`src/rtl/dm_bus_arbiter_pkg.sv`:
```
// rtl/dm_bus_arbiter_pkg.sv - shared FSM encoding, address map and lane-alignment helper
package dm_bus_arbiter_pkg;

   typedef enum logic [1:0] {
      ST_IDLE   = 2'd0,
      ST_ACCESS = 2'd1,
      ST_DWAIT  = 2'd2,
      ST_RESP   = 2'd3
   } state_e;

   // Inclusive address map; DM starts at 0 so only its upper bound is compared.
   localparam logic [31:0] DMUL    = 32'h0000_2FFF;
   localparam logic [31:0] TC0LL   = 32'h0000_7F00;
   localparam logic [31:0] TC0UL   = 32'h0000_7F0B;
   localparam logic [31:0] TC1LL   = 32'h0000_7F10;
   localparam logic [31:0] TC1UL   = 32'h0000_7F1B;
   // Timer count registers are read-only.
   localparam logic [31:0] TC0_CNT = 32'h0000_7F08;
   localparam logic [31:0] TC1_CNT = 32'h0000_7F18;

   // Byte enables must be one of the natural word/half/byte lane patterns
   // for the low address bits.
   function automatic logic be_aligned(input logic [3:0] be, input logic [1:0] a);
      logic ok;
      case (be)
         4'b1111: ok = (a == 2'd0);
         4'b0011: ok = (a == 2'd0);
         4'b1100: ok = (a == 2'd2);
         4'b0001: ok = (a == 2'd0);
         4'b0010: ok = (a == 2'd1);
         4'b0100: ok = (a == 2'd2);
         4'b1000: ok = (a == 2'd3);
         default: ok = 1'b0;
      endcase
      return ok;
   endfunction

endpackage

```
`src/rtl/dm_addr_decode.sv`:
```
// rtl/dm_addr_decode.sv - combinational slave select and access-error decode
// Ports:
//   addr_i     byte address of the candidate access
//   be_i       byte enables, lane-aligned
//   we_i       1 = store
//   sel_dm_o   data memory selected (never set together with err_o)
//   sel_tc0_o  timer 0 selected
//   sel_tc1_o  timer 1 selected
//   err_o      access must be rejected without touching any slave
module dm_addr_decode
   import dm_bus_arbiter_pkg::*;
#(
   parameter int ADDR_W = 32
) (
   input  logic [ADDR_W-1:0] addr_i,
   input  logic [3:0]        be_i,
   input  logic              we_i,
   output logic              sel_dm_o,
   output logic              sel_tc0_o,
   output logic              sel_tc1_o,
   output logic              err_o
);

   logic in_dm;
   logic in_tc0;
   logic in_tc1;
   logic in_tc;

   always_comb begin
      in_dm  = (addr_i <= ADDR_W'(DMUL));
      in_tc0 = (addr_i >= ADDR_W'(TC0LL)) && (addr_i <= ADDR_W'(TC0UL));
      in_tc1 = (addr_i >= ADDR_W'(TC1LL)) && (addr_i <= ADDR_W'(TC1UL));
      in_tc  = in_tc0 || in_tc1;

      err_o = !(in_dm || in_tc)
              || (in_tc && (be_i != 4'b1111))
              || (we_i && ((addr_i == ADDR_W'(TC0_CNT)) || (addr_i == ADDR_W'(TC1_CNT))))
              || !be_aligned(be_i, addr_i[1:0]);

      sel_dm_o  = in_dm  && !err_o;
      sel_tc0_o = in_tc0 && !err_o;
      sel_tc1_o = in_tc1 && !err_o;
   end

endmodule

```
`src/rtl/dm_bus_arbiter.sv`:
```
// rtl/dm_bus_arbiter.sv - two-master round-robin arbiter for the DM / timer data bus
// Ports:
//   clk, reset                      clock, asynchronous active-low reset
//   m_req, m_we                     per-master request (held until ack) and store flag
//   m0_addr/m0_wdata/m0_be          master 0 access; m1_* same for master 1
//   m_ack, m_err, m_rdata           one-cycle completion to the granted master
//   gnt_id, busy                    current bus owner, FSM not idle
//   dm_en/dm_we/dm_addr/dm_wdata/dm_be, dm_rdata   data memory port
//   tc0_we/tc1_we/tc_addr/tc_wdata, tc0_rdata/tc1_rdata   timer ports
module dm_bus_arbiter
   import dm_bus_arbiter_pkg::*;
#(
   parameter int DM_RD_LAT = 1,
   parameter int ADDR_W    = 32
) (
   input  logic              clk,
   input  logic              reset,
   input  logic [1:0]        m_req,
   input  logic [1:0]        m_we,
   input  logic [ADDR_W-1:0] m0_addr,
   input  logic [ADDR_W-1:0] m1_addr,
   input  logic [31:0]       m0_wdata,
   input  logic [31:0]       m1_wdata,
   input  logic [3:0]        m0_be,
   input  logic [3:0]        m1_be,
   output logic [1:0]        m_ack,
   output logic              m_err,
   output logic [31:0]       m_rdata,
   output logic              gnt_id,
   output logic              busy,
   output logic              dm_en,
   output logic              dm_we,
   output logic [ADDR_W-1:0] dm_addr,
   output logic [31:0]       dm_wdata,
   output logic [3:0]        dm_be,
   input  logic [31:0]       dm_rdata,
   output logic              tc0_we,
   output logic              tc1_we,
   output logic [ADDR_W-3:0] tc_addr,
   output logic [31:0]       tc_wdata,
   input  logic [31:0]       tc0_rdata,
   input  logic [31:0]       tc1_rdata
);

   // DWAIT lasts DM_RD_LAT cycles; the counter holds the extra cycles beyond the first.
   localparam logic [1:0] WAIT_INIT = 2'(DM_RD_LAT - 1);

   state_e            state_q,    state_d;
   logic              id_q,       id_d;
   logic              last_gnt_q, last_gnt_d;
   logic [ADDR_W-1:0] addr_q,     addr_d;
   logic [31:0]       wdata_q,    wdata_d;
   logic [3:0]        be_q,       be_d;
   logic              we_q,       we_d;
   logic              sel_dm_q,   sel_dm_d;
   logic              sel_tc0_q,  sel_tc0_d;
   logic              sel_tc1_q,  sel_tc1_d;
   logic              err_q,      err_d;
   logic [31:0]       rdata_q,    rdata_d;
   logic [1:0]        wait_cnt_q, wait_cnt_d;

   logic              pick_id;
   logic [ADDR_W-1:0] req_addr;
   logic [31:0]       req_wdata;
   logic [3:0]        req_be;
   logic              req_we;
   logic              dec_sel_dm;
   logic              dec_sel_tc0;
   logic              dec_sel_tc1;
   logic              dec_err;

   // On a tie the master that did not win last time gets the bus.
   always_comb begin
      pick_id   = (m_req == 2'b11) ? ~last_gnt_q : m_req[1];
      req_addr  = pick_id ? m1_addr  : m0_addr;
      req_wdata = pick_id ? m1_wdata : m0_wdata;
      req_be    = pick_id ? m1_be    : m0_be;
      req_we    = m_we[pick_id];
   end

   dm_addr_decode #(
      .ADDR_W (ADDR_W)
   ) u_decode (
      .addr_i    (req_addr),
      .be_i      (req_be),
      .we_i      (req_we),
      .sel_dm_o  (dec_sel_dm),
      .sel_tc0_o (dec_sel_tc0),
      .sel_tc1_o (dec_sel_tc1),
      .err_o     (dec_err)
   );

   always_ff @(posedge clk or negedge reset) begin
      if (!reset) begin
         state_q    <= ST_IDLE;
         id_q       <= 1'b0;
         last_gnt_q <= 1'b1;
         addr_q     <= '0;
         wdata_q    <= '0;
         be_q       <= '0;
         we_q       <= 1'b0;
         sel_dm_q   <= 1'b0;
         sel_tc0_q  <= 1'b0;
         sel_tc1_q  <= 1'b0;
         err_q      <= 1'b0;
         rdata_q    <= '0;
         wait_cnt_q <= '0;
      end else begin
         state_q    <= state_d;
         id_q       <= id_d;
         last_gnt_q <= last_gnt_d;
         addr_q     <= addr_d;
         wdata_q    <= wdata_d;
         be_q       <= be_d;
         we_q       <= we_d;
         sel_dm_q   <= sel_dm_d;
         sel_tc0_q  <= sel_tc0_d;
         sel_tc1_q  <= sel_tc1_d;
         err_q      <= err_d;
         rdata_q    <= rdata_d;
         wait_cnt_q <= wait_cnt_d;
      end
   end

   always_comb begin
      state_d    = state_q;
      id_d       = id_q;
      last_gnt_d = last_gnt_q;
      addr_d     = addr_q;
      wdata_d    = wdata_q;
      be_d       = be_q;
      we_d       = we_q;
      sel_dm_d   = sel_dm_q;
      sel_tc0_d  = sel_tc0_q;
      sel_tc1_d  = sel_tc1_q;
      err_d      = err_q;
      rdata_d    = rdata_q;
      wait_cnt_d = wait_cnt_q;

      case (state_q)
         ST_IDLE: begin
            if (|m_req) begin
               state_d    = ST_ACCESS;
               id_d       = pick_id;
               last_gnt_d = pick_id;
               addr_d     = req_addr;
               wdata_d    = req_wdata;
               be_d       = req_be;
               we_d       = req_we;
               sel_dm_d   = dec_sel_dm;
               sel_tc0_d  = dec_sel_tc0;
               sel_tc1_d  = dec_sel_tc1;
               err_d      = dec_err;
               rdata_d    = '0;
            end
         end
         ST_ACCESS: begin
            // sel_* are already cleared for rejected accesses.
            if (sel_dm_q && !we_q) begin
               state_d    = ST_DWAIT;
               wait_cnt_d = WAIT_INIT;
            end else begin
               state_d = ST_RESP;
               if (sel_tc0_q && !we_q) rdata_d = tc0_rdata;
               if (sel_tc1_q && !we_q) rdata_d = tc1_rdata;
            end
         end
         ST_DWAIT: begin
            if (wait_cnt_q == 2'd0) begin
               rdata_d = dm_rdata;
               state_d = ST_RESP;
            end else begin
               wait_cnt_d = wait_cnt_q - 2'd1;
            end
         end
         ST_RESP: begin
            state_d = ST_IDLE;
         end
         default: begin
            state_d = ST_IDLE;
         end
      endcase
   end

   // Strobes and responses derive only from registered state, so an
   // asynchronous reset clears every output immediately.
   always_comb begin
      dm_en    = (state_q == ST_ACCESS) && sel_dm_q;
      dm_we    = dm_en && we_q;
      tc0_we   = (state_q == ST_ACCESS) && sel_tc0_q && we_q;
      tc1_we   = (state_q == ST_ACCESS) && sel_tc1_q && we_q;
      m_ack    = (state_q == ST_RESP) ? {id_q, ~id_q} : 2'b00;
      m_err    = (state_q == ST_RESP) && err_q;
      m_rdata  = (state_q == ST_RESP) ? rdata_q : 32'd0;
      gnt_id   = id_q;
      busy     = (state_q != ST_IDLE);
      dm_addr  = addr_q;
      dm_wdata = wdata_q;
      dm_be    = be_q;
      tc_addr  = addr_q[ADDR_W-1:2];
      tc_wdata = wdata_q;
   end

endmodule

```
`config.mk`:
```
export PLATFORM = sky130hd
export DESIGN_NAME = dm_bus_arbiter
export DESIGN_NICKNAME = d
export VERILOG_FILES = /design/src/rtl/dm_bus_arbiter_pkg.sv /design/src/rtl/dm_addr_decode.sv /design/src/rtl/dm_bus_arbiter.sv
export SDC_FILE = /design/constraint.sdc
export NUM_CORES = 1
export LEC_CHECK = 0
export BUFFER_PORTS_ARGS = -buffer_cell sky130_fd_sc_hd__buf_2
export CORE_ASPECT_RATIO = 0.7
export CORE_MARGIN = 1
export CORE_UTILIZATION = 30
export DETAILED_ROUTE_END_ITERATION = 6
export PLACE_DENSITY = 0.71
export RECOVER_POWER = 25
export SYNTH_ARGS = -nofsm -noshare
export SYNTH_HDL_FRONTEND = slang
export SYNTH_SLANG_ARGS = --single-unit
```
`constraint.sdc`:
```
create_clock -name clk -period 5.15 [get_ports clk]
set_input_delay 1.2875 -clock clk [delete_from_list [all_inputs] [get_ports clk]]
set_output_delay 1.2875 -clock clk [all_outputs]
set_load 0.05 [all_outputs]
```
### After elaboration in Yosys (flattened, before gate mapping)

Cells that the tools add are included.

| storage, ports and cells | value |
|---|---|
| bits in registers | 111 |
| input bits | 238 |
| output and inout bits | 171 |
| logic and storage cells | 107 |

| operators by class | value |
|---|---|
| add/sub/neg operators | 1 |
| order comparisons | 6 |
| equality and inequality tests | 23 |
| multiplexer cells | 22 |
| bitwise operators | 2 |
| reductions and logical operators | 40 |

Operator list:

| cell | count |
|---|---|
| two-way mux 32 bit | 8 |
| one-hot mux 32 bit (3 select lines) | 1 |
| equality test 32 x 15 -> 1 bit (second input constant) | 2 |
| >= comparator 32 x 15 -> 1 bit (second input constant) | 2 |
| less-or-equal comparator 32 x 15 -> 1 bit (second input constant) | 2 |
| less-or-equal comparator 32 x 14 -> 1 bit (second input constant) | 1 |
| logical AND 1 bit | 17 |
| equality test 4 bit (second input constant) | 3 |
| equality test 2 bit (second input constant) | 5 |
| two-way mux 2 bit | 5 |
| != test 2 bit (second input constant) | 5 |
| equality test 4 x 2 -> 1 bit (second input constant) | 2 |
| one-hot mux 2 bit (4 select lines) | 1 |
| zero test 2 bit | 3 |
| logical OR 1 bit | 6 |
| AND reduction 5 bit | 1 |
| equality test 2 x 1 -> 1 bit (second input constant) | 2 |
| equality test 4 x 1 -> 1 bit (second input constant) | 1 |
| equality test 4 x 3 -> 1 bit (second input constant) | 1 |
| zero test 1 bit | 4 |
| two-way mux 1 bit | 4 |
| two-way mux 4 bit | 1 |
| != test 4 bit (second input constant) | 1 |
| one-hot mux 1 bit (4 select lines) | 1 |
| 11 further kinds | 15 |

### Depth between registers and ports, before layout

Gate-level depths: netlist of the first run.

| depth | value |
|---|---|
| depth after elaboration | 13 |
| gate-level depth with buffers | 9 |
| gate-level depth less buffers | 7 |

### By module

From an unflattened synthesis of the first run, not the netlist that was laid out.

| unflattened totals | value |
|---|---|
| cell total of the unflattened synthesis | 601 |
| area, all modules | 6,672.6 um^2 |

Modules (own cells, without submodules):

| module | times used | cells each | area an instance (um^2) | sequential area each (um^2) |
|---|---|---|---|---|
| dm_bus_arbiter | 1 | 563 | 6,378.6 | 2,778.9 |
| dm_addr_decode | 1 | 38 | 294.0 | 0.0 |

### Worst setup path after synthesis of the first run

Ideal clock, no wire load.

| timing path | value |
|---|---|
| path kind | reg-to-output |
| start | reg state_q[1] |
| end | out tc0_we |
| data arrival time | 1.687 ns |
| required time | 3.863 ns |
| slack | 2.176 ns |
| stages on the path, launching flop included | 6 |
| path buffers | 2 |
| cells stage by stage | dfrtp_1 > inv_1 > ha_1 > clkbuf_1 > clkbuf_1 > and3_1 |

| on the way | value |
|---|---|
| longest elaborated chain between the ends | 3 |

RTL lines:

| item | line | text |
|---|---|---|
| from (decl) | dm_bus_arbiter.sv:48 | `state_e state_q, state_d;` |
| from (signal assigned) | dm_bus_arbiter.sv:109 | `state_q <= state_d;` |
| equality test 2 x 1 -> 1 bit | dm_bus_arbiter.sv:190 | `tc0_we = (state_q == ST_ACCESS) && sel_tc0_q && we_q;` |
| logical AND 1 bit (2 in series) | dm_bus_arbiter.sv:190 |  |
| to (decl) | dm_bus_arbiter.sv:37 | `output logic tc0_we,` |

Every way passes these cells.

==> results of run 1 <==
## through the flow
stage,area [sq um],utilization,total power [mW],setup WS (ns)
finish,8660,0.411,6.36,1.40
global route,8660,0.411,6.74,0.769
CTS,8670,0.411,6.43,1.63
detailed placement,8390,0.398,5.73,1.75
global placement,8390,0.398,5.69,1.87
floorplan,6570,-,4.96,2.18
## final cells by class
cell class	count	area, sq um	share of cell area
Multi-Input combinational cell	556	3110	0.359
Sequential cell	111	2780	0.321
Timing Repair Buffer	417	2120	0.244
Tap cell	276	345	0.0399
Clock buffer	12	246	0.0285
Clock inverter	4	31.3	0.00361
Inverter	8	30.0	0.00347
Antenna cell	2	5.00	0.000578
## layout by cell type, fill, tap and decap left out, types with 6 or more instances in the layout
| cell type | Yosys | routed |
|---|---|---|
| a21oi_1 | 10 | 10 |
| a22oi_1 | 32 | 32 |
| a31oi_1 | 68 | 68 |
| and2_1 | 35 | 35 |
| buf_2 | 12 | 406 |
| buf_4 | 62 | 7 |
| clkbuf_16 | 0 | 9 |
| dfrtp_1 | 110 | 110 |
| inv_1 | 8 | 8 |
| mux2_2 | 33 | 33 |
| nand2_1 | 175 | 175 |
| nand3_1 | 11 | 11 |
| nor2_1 | 75 | 74 |
| nor3_1 | 6 | 6 |
| nor4_1 | 7 | 7 |
| o21ai_0 | 41 | 41 |
| o21ai_1 | 11 | 11 |
## state kept, by name, indices dropped and copies added, names as in the netlist
register,count
dm_wdata,32
state_q,2
sel_tc1_q,1
dm_be,4
dm_addr,32
wait_cnt_q,2
rdata_q,32
we_q,1
gnt_id,1
err_q,1
sel_tc0_q,1
last_gnt_q,1
sel_dm_q,1
## power breakdown
group	switching (mW)	internal, mW	leakage [nW]
clock network	0.329	0.344	0.125
registers	0.323	1.30	1.33
logic	3.19	0.882	2.79
## cell families (layout without fill, tap and decap cells)
kind of cell,after synthesis,in the layout,synth area share
multiplexers,37,37,0.0626
flip-flops,111,111,0.423
AND/OR/NAND/NOR,337,337,0.228
AO/OA/AOI/OAI,177,177,0.169
adder cells (fa/ha/maj),5,5,0.00952
other,0,2,0
buffers and inverters,121,441,0.108
## metal layers
metal,GRT usage,vias to the layer above,share of wire
li1,-,3304,-
met1,0.268,3190,0.44
met2,0.350,269,0.49
met3,0.0411,9,0.065
met4,0.0344,0,0.0060
met5,0,-,0
## worst paths after layout
check,from,endpoint
setup / recovery,reset,sel_dm_q
hold / removal,rdata_q[5],rdata_q[5]
setup reg to reg,state_q[0],rdata_q[20]
hold reg to reg,rdata_q[5],rdata_q[5]
max in group clk,state_q[0],m_rdata[26]
min in group asynchronous,reset,dm_wdata[4]
==> qor.txt, run 1 <==
Synth top area cells - dfrtp_1, nand2_1, buf_4, a31oi_1, mux2_2
Crit path max fanout - 55
Synth unique cells - 48
Area leader, netlist - dfrtp_1
FFs w/ async S/R, synth - 1.00
Critical Path AT - 3.51 ns
Area Growth Syn to Fin - 31.8%
Peak supply drop - 0.387 mV
Type of origin of the critical path - primary input
DR iter-0 viols - 422
Fill cells - 2193
Status - finished, violations left
Hold Fails Final Rpt - 0
Sequential-to-total area share from yosys stat - 0.423
Max_slew headroom - -1.09
Root Driver - clkbuf_16
Mapped Avg Cell Area - 8.34 sq um
PortBufs - 408
Post-synth top cells - nand2_1, dfrtp_1, nor2_1
Worst endpoint required time - 4.91 ns
CP max-delay cell - clkbuf_1
Die width - 179 um
# Max-Cap Violations - 2
Stages on the worst setup path - 1
Final HPWL DP - 18.5 mm
Layout cells sized above 1 - 0.424
Via density - 4.89
DRC - 0
Clock edge transition at the registers on the reported setup and hold paths - 0.07 ns
Die area - 22500 sq um
Worst-Margin Slew - 3.14 ns
Drt first pass iters - 5
Tcrit/Tclk final - 0.728
RSZ-0062 raised after global routing - false
Cells on worst reg2reg path - 4
Flop and latch count out of synthesis - 111
Post-synth EDFFs - 0
Crit end category - async pin
Final nets - 1346
Fin cells - 1386
Post-route setup TNS - 0 ns
Grt total ovfl - 0
CTS buffer count - 9
Post-CTS setup buffers - 0
Cts hold-fix bufs - 0
I/O pins - 409
Depth of the CTS H-tree - 3
Pleak - 4.25 nW
Avg WL per Cell - 16.9 um
Sinks on Clock Net - 111
Routed WL - 23.5 mm
Pwr/cell area - 735 nW/um^2
Worst path cell trace - clkbuf_1
Worst hold path depth - 2
Worst hold margin - 0.476 ns
Initial antenna violation count - 2
Routability cong. - 0.893
Dpl cells - 1368
Max-slew violations - 89
Slowest stage delay, CP - 2.16 ns
Largest net degree at the start of global routing - 58
Setup Crit Path Kind - in -> async
Worst path bufs/invs - 1
Clock Latency Late Sink - 0.35 ns
Main synth FF type - dfrtp_1
# setup viols final - 0
Synthesized area - 6570 sq um
Crit path max-delay family - buffers and inverters
DRT antenna net count - 0
Synth Warn # - 0
# resized after CTS - 0
TritonCTS clock tree - yes
First-pass GRT wire length - 35.2 mm
Vias in the first global route - 6249
Violated checks - max-capacitance violations, max-slew violations
Clk buf depth - 2
HP Class - reg -> reg
Syn Nets - 1031
Core area - 21100 sq um
Top-area cell type share of the netlist area - 0.419
Fin Clk Skew - 0.0131 ns
Vias - 6772
Initial Util - 0.312
Top-count cell post-synth - nand2_1
Die Ht - 126 um
GRT Resource Usage Total - 0.204
Number of core rows - 44
R2R Setup Slk - 2.33 ns
Fin crit period - 3.75 ns
Mapped Cells - 788
Max frequency - 0.267 GHz
No activity file was read; power rests on OpenSTA's default activity.
==> run 2: changes to the inputs <==
--- a/config.mk
+++ b/config.mk
@@ -5,12 +5,13 @@
 export SDC_FILE = /design/constraint.sdc
 export NUM_CORES = 1
 export LEC_CHECK = 0
+export ABC_AREA = 1
 export BUFFER_PORTS_ARGS = -buffer_cell sky130_fd_sc_hd__buf_2
 export CORE_ASPECT_RATIO = 0.7
 export CORE_MARGIN = 1
 export CORE_UTILIZATION = 30
 export DETAILED_ROUTE_END_ITERATION = 6
-export PLACE_DENSITY = 0.71
+export PLACE_DENSITY = 0.72
 export RECOVER_POWER = 25
 export SYNTH_ARGS = -nofsm -noshare
 export SYNTH_HDL_FRONTEND = slang
==> constraint.sdc (replaced) <==
create_clock -name clk -period 3.3 [get_ports clk]
set_input_delay 0.825 -clock clk [delete_from_list [all_inputs] [get_ports clk]]
set_output_delay 0.825 -clock clk [all_outputs]
set_load 0.05 [all_outputs]
==> run 2 against run 1 <==
Against the previous run:
- the flow still finishes with violations (max-capacitance violations, max-slew violations)
- non-clock buffer count is 8 higher
- worst setup slack worse by 0.74 ns
- sequential cell count did not move
- sequential power grew 48%
- largest cell class unchanged
==> qor.txt, run 2 <==
Max frequency - 0.379 GHz
Synth Warn # - 0 (unchanged)
DRT antenna net count - 0 (unchanged)
Setup Crit Path Kind - reg -> out
Mapped Avg Cell Area - 7.16 sq um (-14%)
Commonest non-fill, non-tap cell in the layout - buf_2
Max-slew violations - 33 (-63%)
# setup viols final - 0 (unchanged)
Die Ht - 129 um (+2.4%)
Core area - 22100 sq um (+4.7%)
Fin Clk Skew - 0.0163 ns (+0.00318 ns)
Clk buf depth - 2 (unchanged)
Tcrit/Tclk final - 0.799
Main synth FF type - dfrtp_1
Largest net degree at the start of global routing - 82 (+41%)
Fill cells - 2342 (+6.8%)
Type of origin of the critical path - flop
HP Class - reg -> reg
DR iter-0 viols - 394 (-6.6%)
GRT Resource Usage Total - 0.198 (-0.00624)
FFs w/ async S/R, synth - 1.00 (unchanged)
Clock edge transition at the registers on the reported setup and hold paths - 0.08 ns (about the same)
Violated checks - max-capacitance violations, max-slew violations
Flop and latch count out of synthesis - 111 (unchanged)
Hold Fails Final Rpt - 0 (unchanged)
Via density - 4.64 (-5.1%)
Final nets - 1522 (+13%)
Vias - 7373 (+8.9%)
Depth of the CTS H-tree - 3 (unchanged)
Post-synth top cells - nand2_1, o21ai_0, inv_1
Syn Nets - 1206 (+17%)
Sw power - 5.98 mW (+56%)
Clock Latency Late Sink - 0.36 ns (about the same)
Synth unique cells - 32 (-33%)
Area Growth Syn to Fin - 31.3%
Critical Path AT - 1.81 ns (-1.70 ns)
Crit end category - output port
Layout cells sized above 1 - 0.354 (-0.0698)
Status - finished, violations left
Routed WL - 23.8 mm (+1.6%)
Pleak - 5.24 nW (+23%)
Startpoint of the worst hold path - dm_be[3]
R2R Setup Slk - 0.85 ns (-1.48 ns)
Worst-Margin Slew - 2.01 ns (-1.13 ns)
Number of core rows - 45 (+2.3%)
Sinks on Clock Net - 111 (unchanged)
Crit path max fanout - 33 (-40%)
Worst hold margin - 0.484 ns (+0.00850 ns)
Clock power frac - 0.108 (+0.002)
Int Power - 3.89 mW (+54%)
Max_slew headroom - -0.340 (+0.751)
Post-synth EDFFs - 0 (unchanged)
Top-area cell type share of the netlist area - 0.399 (-0.0194)
Combinational power share - 0.650 (+0.010)
RSZ-0062 raised after global routing - false
Top-count cell post-synth - nand2_1
Cts hold-fix bufs - 0 (unchanged)
Dpl cells - 1573 (+15%)
Vias in the first global route - 6876 (+10%)
Final HPWL DP - 18.7 mm (+0.99%)
Synth top area cells - dfrtp_1, nand2_1, o21ai_0, inv_1, buf_4
TritonCTS clock tree - yes
Fin crit period - 2.64 ns
Switch share - 0.606 (+0.00190)
Post-route setup TNS - 0 ns (unchanged)
Post-CTS setup buffers - 0 (unchanged)
I/O pins - 409 (unchanged)
# Max-Cap Violations - 1 (-1)
Initial Util - 0.312 (+0.000534)
Sequential-to-total area share from yosys stat - 0.403 (-0.0196)
Area leader, netlist - dfrtp_1
Mapped Cells - 963 (+22%)
# resized after CTS - 0 (unchanged)
Die width - 183 um (+2.4%)
Sequential Power Share - 0.242 (-0.012)
Most frequent cells in the layout - buf_2, nand2_1, o21ai_0
Pwr/cell area - 1090 nW/um^2 (+49%)
Routability cong. - 0.866 (-3.0%)
Seq. cell area - 2780 sq um (unchanged)
Drt first pass iters - 4 (-1)
Avg WL per Cell - 15.0 um (-11%)
Multi-input logic area - 2910 sq um (-6.3%)
First-pass GRT wire length - 36.8 mm (+4.6%)
Synthesized area - 6890 sq um (+4.9%)
Worst endpoint required time - 2.47 ns (-2.44 ns)
Peak supply drop - 0.676 mV (+75%)
Initial antenna violation count - 0 (-2)
R2R Path Start - last_gnt_q
Grt total ovfl - 0 (unchanged)
Worst setup path startpoint - state_q[1]
DRC - 0 (unchanged)
Die area - 23600 sq um (+4.8%)
Root Driver - clkbuf_16
PortBufs - 408 (unchanged)
Fin cells - 1590 (+15%)
CTS buffer count - 9 (unchanged)
run 2: final cells by class:
class,instances,area share
Antenna cell,1,0.000277
Clock buffer,10,0.0253
Clock inverter,6,0.00553
Inverter,130,0.0539
Multi-Input combinational cell,602,0.322
Sequential cell,111,0.307
Tap cell,305,0.0422
Timing Repair Buffer,425,0.244
run 2: metrics by stage:
stage	cell area [sq um]	util	total power, mW	setup slack (ns)
2_1_floorplan	6890	-	7.63	0.824
3_3_place_gp	8770	0.397	8.82	0.497
3_5_place_dp	8770	0.397	8.87	0.476
4_1_cts	9050	0.410	9.98	0.644
5_1_grt	9050	0.410	10.5	0.519
6_report	9050	0.410	9.87	0.663
run 2: final timing paths:
path                                endpoint  depth (start not counted)
worst max-delay path              m_rdata[2]                          5
worst min-delay path                dm_be[3]                          2
worst max register to register         err_q                         18
worst min register to register      dm_be[3]                          2
max in group asynchronous       dm_wdata[12]                          2
min in group asynchronous         dm_addr[6]                          1
run 2: routing by layer:
metal	vias to the layer above	GRT usage	wire length, um
met3	24	0.0385	1670
met2	323	0.337	11300
met4	0	0.0471	286
met5	-	0	0
met1	3369	0.260	10600
li1	3657	-	-
run 2: cell families (layout without fill, tap and decap cells):
family,count (synthesis),after routing,synth area share
AND/OR/NAND/NOR,365,365,0.212
buffers and inverters,250,571,0.178
AO/OA/AOI/OAI,231,231,0.196
flip-flops,111,111,0.403
adder cells (fa/ha/maj),5,5,0.00908
multiplexers,1,1,0.00145
other,0,1,0
run 2: critical path, stage by stage, from the launching register on:
cell and delay [ns]:
dfrtp_1 0.41, ha_1 0.22, buf_4 0.35, nand2_1 0.10, inv_1 0.10, buf_2 0.26
run 2: power groups by stage:
stage	clock network, mW	registers [mW]	logic [mW]
2_1_floorplan	0	3.75	3.88
3_3_place_gp	0	2.41	6.41
3_5_place_dp	0	2.42	6.45
4_1_cts	1.12	2.40	6.45
5_1_grt	1.17	2.46	6.83
6_report	1.07	2.39	6.41
==> run 3: changes to the inputs <==
--- a/config.mk
+++ b/config.mk
@@ -11,7 +11,7 @@
 export CORE_MARGIN = 1
 export CORE_UTILIZATION = 30
 export DETAILED_ROUTE_END_ITERATION = 6
-export PLACE_DENSITY = 0.72
+export PLACE_DENSITY = 0.7
 export RECOVER_POWER = 25
 export SYNTH_ARGS = -nofsm -noshare
 export SYNTH_HDL_FRONTEND = slang
==> constraint.sdc (replaced) <==
create_clock -name clk -period 2.59 [get_ports clk]
set_input_delay 0.6475 -clock clk [delete_from_list [all_inputs] [get_ports clk]]
set_output_delay 0.6475 -clock clk [all_outputs]
set_load 0.05 [all_outputs]
==> run 3 against run 2 <==
Against the previous run:
- the run still ends with max-capacitance violations, max-slew violations left
- routed wire length up 0.35%
- core utilization up 0.75 points
- power up 28%
- clock power up 26%
- critical path depth unchanged
- worst hold slack worse by 0.0082 ns
- clock skew down 0.0060 ns
- die area unchanged
- cell count up 0.75%
- design area up 1.8%
- global-route usage about the same
- critical endpoint is now m_rdata[19]
==> qor.txt, run 3 (same netlist as run 2, synthesis figures left out) <==
Root Driver - clkbuf_16
DRC - 0 (unchanged)
Sinks on Clock Net - 111 (unchanged)
Cts hold-fix bufs - 0 (unchanged)
PortBufs - 408 (unchanged)
Critical Path AT - 1.83 ns (+0.02 ns)
Depth of the CTS H-tree - 3 (unchanged)
Worst hold path depth - 2 (unchanged)
Status - finished, violations left
Vias in the first global route - 6796 (-1.2%)
HP Class - reg -> reg
GRT Resource Usage Total - 0.198 (+0.000296)
Tcrit/Tclk final - 0.956
Clock power frac - 0.106 (-0.002)
Crit end category - output port
Core area - 22100 sq um (unchanged)
Fin crit period - 2.48 ns
Fill cells - 2373 (+1.3%)
FF-to-FF End - err_q
Post-route setup TNS - 0 ns (unchanged)
Area Growth Syn to Fin - 33.7%
Hold Fails Final Rpt - 0 (unchanged)
Crit path max-delay family - buffers and inverters
RSZ-0062 raised after global routing - false
Vias - 7361 (-0.16%)
Routed WL - 23.9 mm (+0.35%)
Violated checks - max-capacitance violations, max-slew violations
Fin Clk Skew - 0.0103 ns (-0.00599 ns)
Worst path bufs/invs - 3 (unchanged)
Final nets - 1534 (+0.79%)
Power Total - 12.7 mW (+28%)
I/O pins - 409 (unchanged)
Avg WL per Cell - 14.9 um (-0.40%)
Worst-Margin Slew - 1.61 ns (-0.397 ns)
Worst endpoint required time - 1.94 ns (-0.53 ns)
# resized after CTS - 0 (unchanged)
Largest net degree at the start of global routing - 49 (-40%)
R2R Setup Slk - 0.32 ns (-0.53 ns)
DRT antenna net count - 0 (unchanged)
Via density - 4.59 (-0.91%)
Sequential Power Share - 0.238 (-0.004)
Die width - 183 um (unchanged)
Startpoint of the worst hold path - last_gnt_q
Crit path to - m_rdata[19]
Int Power - 5.02 mW (+29%)
Number of core rows - 45 (unchanged)
# setup viols final - 0 (unchanged)
Die Ht - 129 um (unchanged)
Slowest stage delay, CP - 0.41 ns (about the same)
Worst setup path startpoint - state_q[0]
CP max-delay cell - dfrtp_1
Type of origin of the critical path - flop
CTS buffer count - 9 (unchanged)
First-pass GRT wire length - 36.5 mm (-0.81%)
Sw power - 7.66 mW (+28%)
Max frequency - 0.404 GHz
Initial Util - 0.312 (unchanged)
TritonCTS clock tree - yes
Clock Latency Late Sink - 0.35 ns (about the same)
Die area - 23600 sq um (unchanged)
DR iter-0 viols - 358 (-9.1%)
Worst path cell trace - ha_1, buf_4, nand2_1, inv_1, buf_2
Peak supply drop - 0.772 mV (+14%)
Grt total ovfl - 0 (unchanged)
Pwr/cell area - 1380 nW/um^2 (+26%)
Switch share - 0.604 (-0.00172)
Crit path max fanout - 32 (-3.0%)
Clock edge transition at the registers on the reported setup and hold paths - 0.07 ns (about the same)
Drt first pass iters - 5 (+1)
# Max-Cap Violations - 1 (unchanged)
Most frequent cells in the layout - buf_2, nand2_1, o21ai_0
Final HPWL DP - 18.8 mm (+0.46%)
Routability cong. - 0.833 (-3.8%)
Commonest non-fill, non-tap cell in the layout - buf_2
R2R Path Start - last_gnt_q
Cells on worst reg2reg path - 18 (unchanged)
Max-slew violations - 27 (-18%)
Initial antenna violation count - 2 (+2)
Layout cells sized above 1 - 0.361 (+0.00675)
Pleak - 5.32 nW (+1.4%)
Clk buf depth - 2 (unchanged)
Post-CTS setup buffers - 0 (unchanged)
Setup Crit Path Kind - reg -> out
Combinational power share - 0.656 (+0.006)
Max_slew headroom - -0.0751 (+0.265)
Stages on the worst setup path - 5 (unchanged)
## run 3: cell types whose count changed in the layout (fill, tap and decap cells not counted), sizes merged
| cell | before | now |
|---|---|---|
| buf | 424 | 435 |
| clkinv | 1 | 3 |
| inv | 134 | 133 |
## run 3: stage by stage
step | setup WS [ns] | utilization | hold WS, ns | cell area [sq um] | instances
global placement | 0.103 | 0.405 | 0.466 | 8950 | 1585
finish | 0.113 | 0.418 | 0.476 | 9220 | 1602
global route | 0.00457 | 0.418 | 0.494 | 9220 | 1602
detailed placement | 0.0909 | 0.405 | 0.476 | 8950 | 1585
floorplan | 0.291 | - | 0.352 | 6890 | 963
CTS | 0.113 | 0.418 | 0.213 | 9230 | 1601
## run 3: per-layer routing
metal | GRT usage | share of wire
met3 | 0.0357 | 0.062
met5 | 0 | 0.00071
met1 | 0.261 | 0.45
met4 | 0.0559 | 0.019
met2 | 0.335 | 0.47
## run 3: power groups by stage
stage	sequential [mW]	combinational (mW)	clock (mW)
detailed placement	3.05	8.35	0
finish	3.02	8.32	1.35
global route	3.12	8.85	1.49
floorplan	4.77	4.95	0
global placement	3.04	8.30	0
CTS	3.02	8.36	1.42
## run 3: worst min-delay path by stage
stage / end / slack, ns
after floorplan: dm_addr[0] / 0.35
after global placement: dm_be[3] / 0.47
after detailed placement: last_gnt_q / 0.48
after CTS: dm_addr[5] / 0.21
after global routing: last_gnt_q / 0.49
final: last_gnt_q / 0.48
## run 3: worst register-to-register path: cells and delay by family (launching register included)
family / cells / cell delay [ns]
and+or+nand+nor: 17 / 1.39
buffers and inverters: 1 / 0.23
DFF: 1 / 0.54
## run 3: final cells by class
class / count / area (sq um) / share of cell area
antenna: 1 / 2.50 / 0.000272
timing repair buffer: 437 / 2370 / 0.257
inverter: 130 / 488 / 0.0530
tap: 305 / 382 / 0.0414
sequential: 111 / 2780 / 0.302
clock buffer: 9 / 225 / 0.0244
clock inverter: 7 / 55.1 / 0.00597
multi-input combinational: 602 / 2910 / 0.316
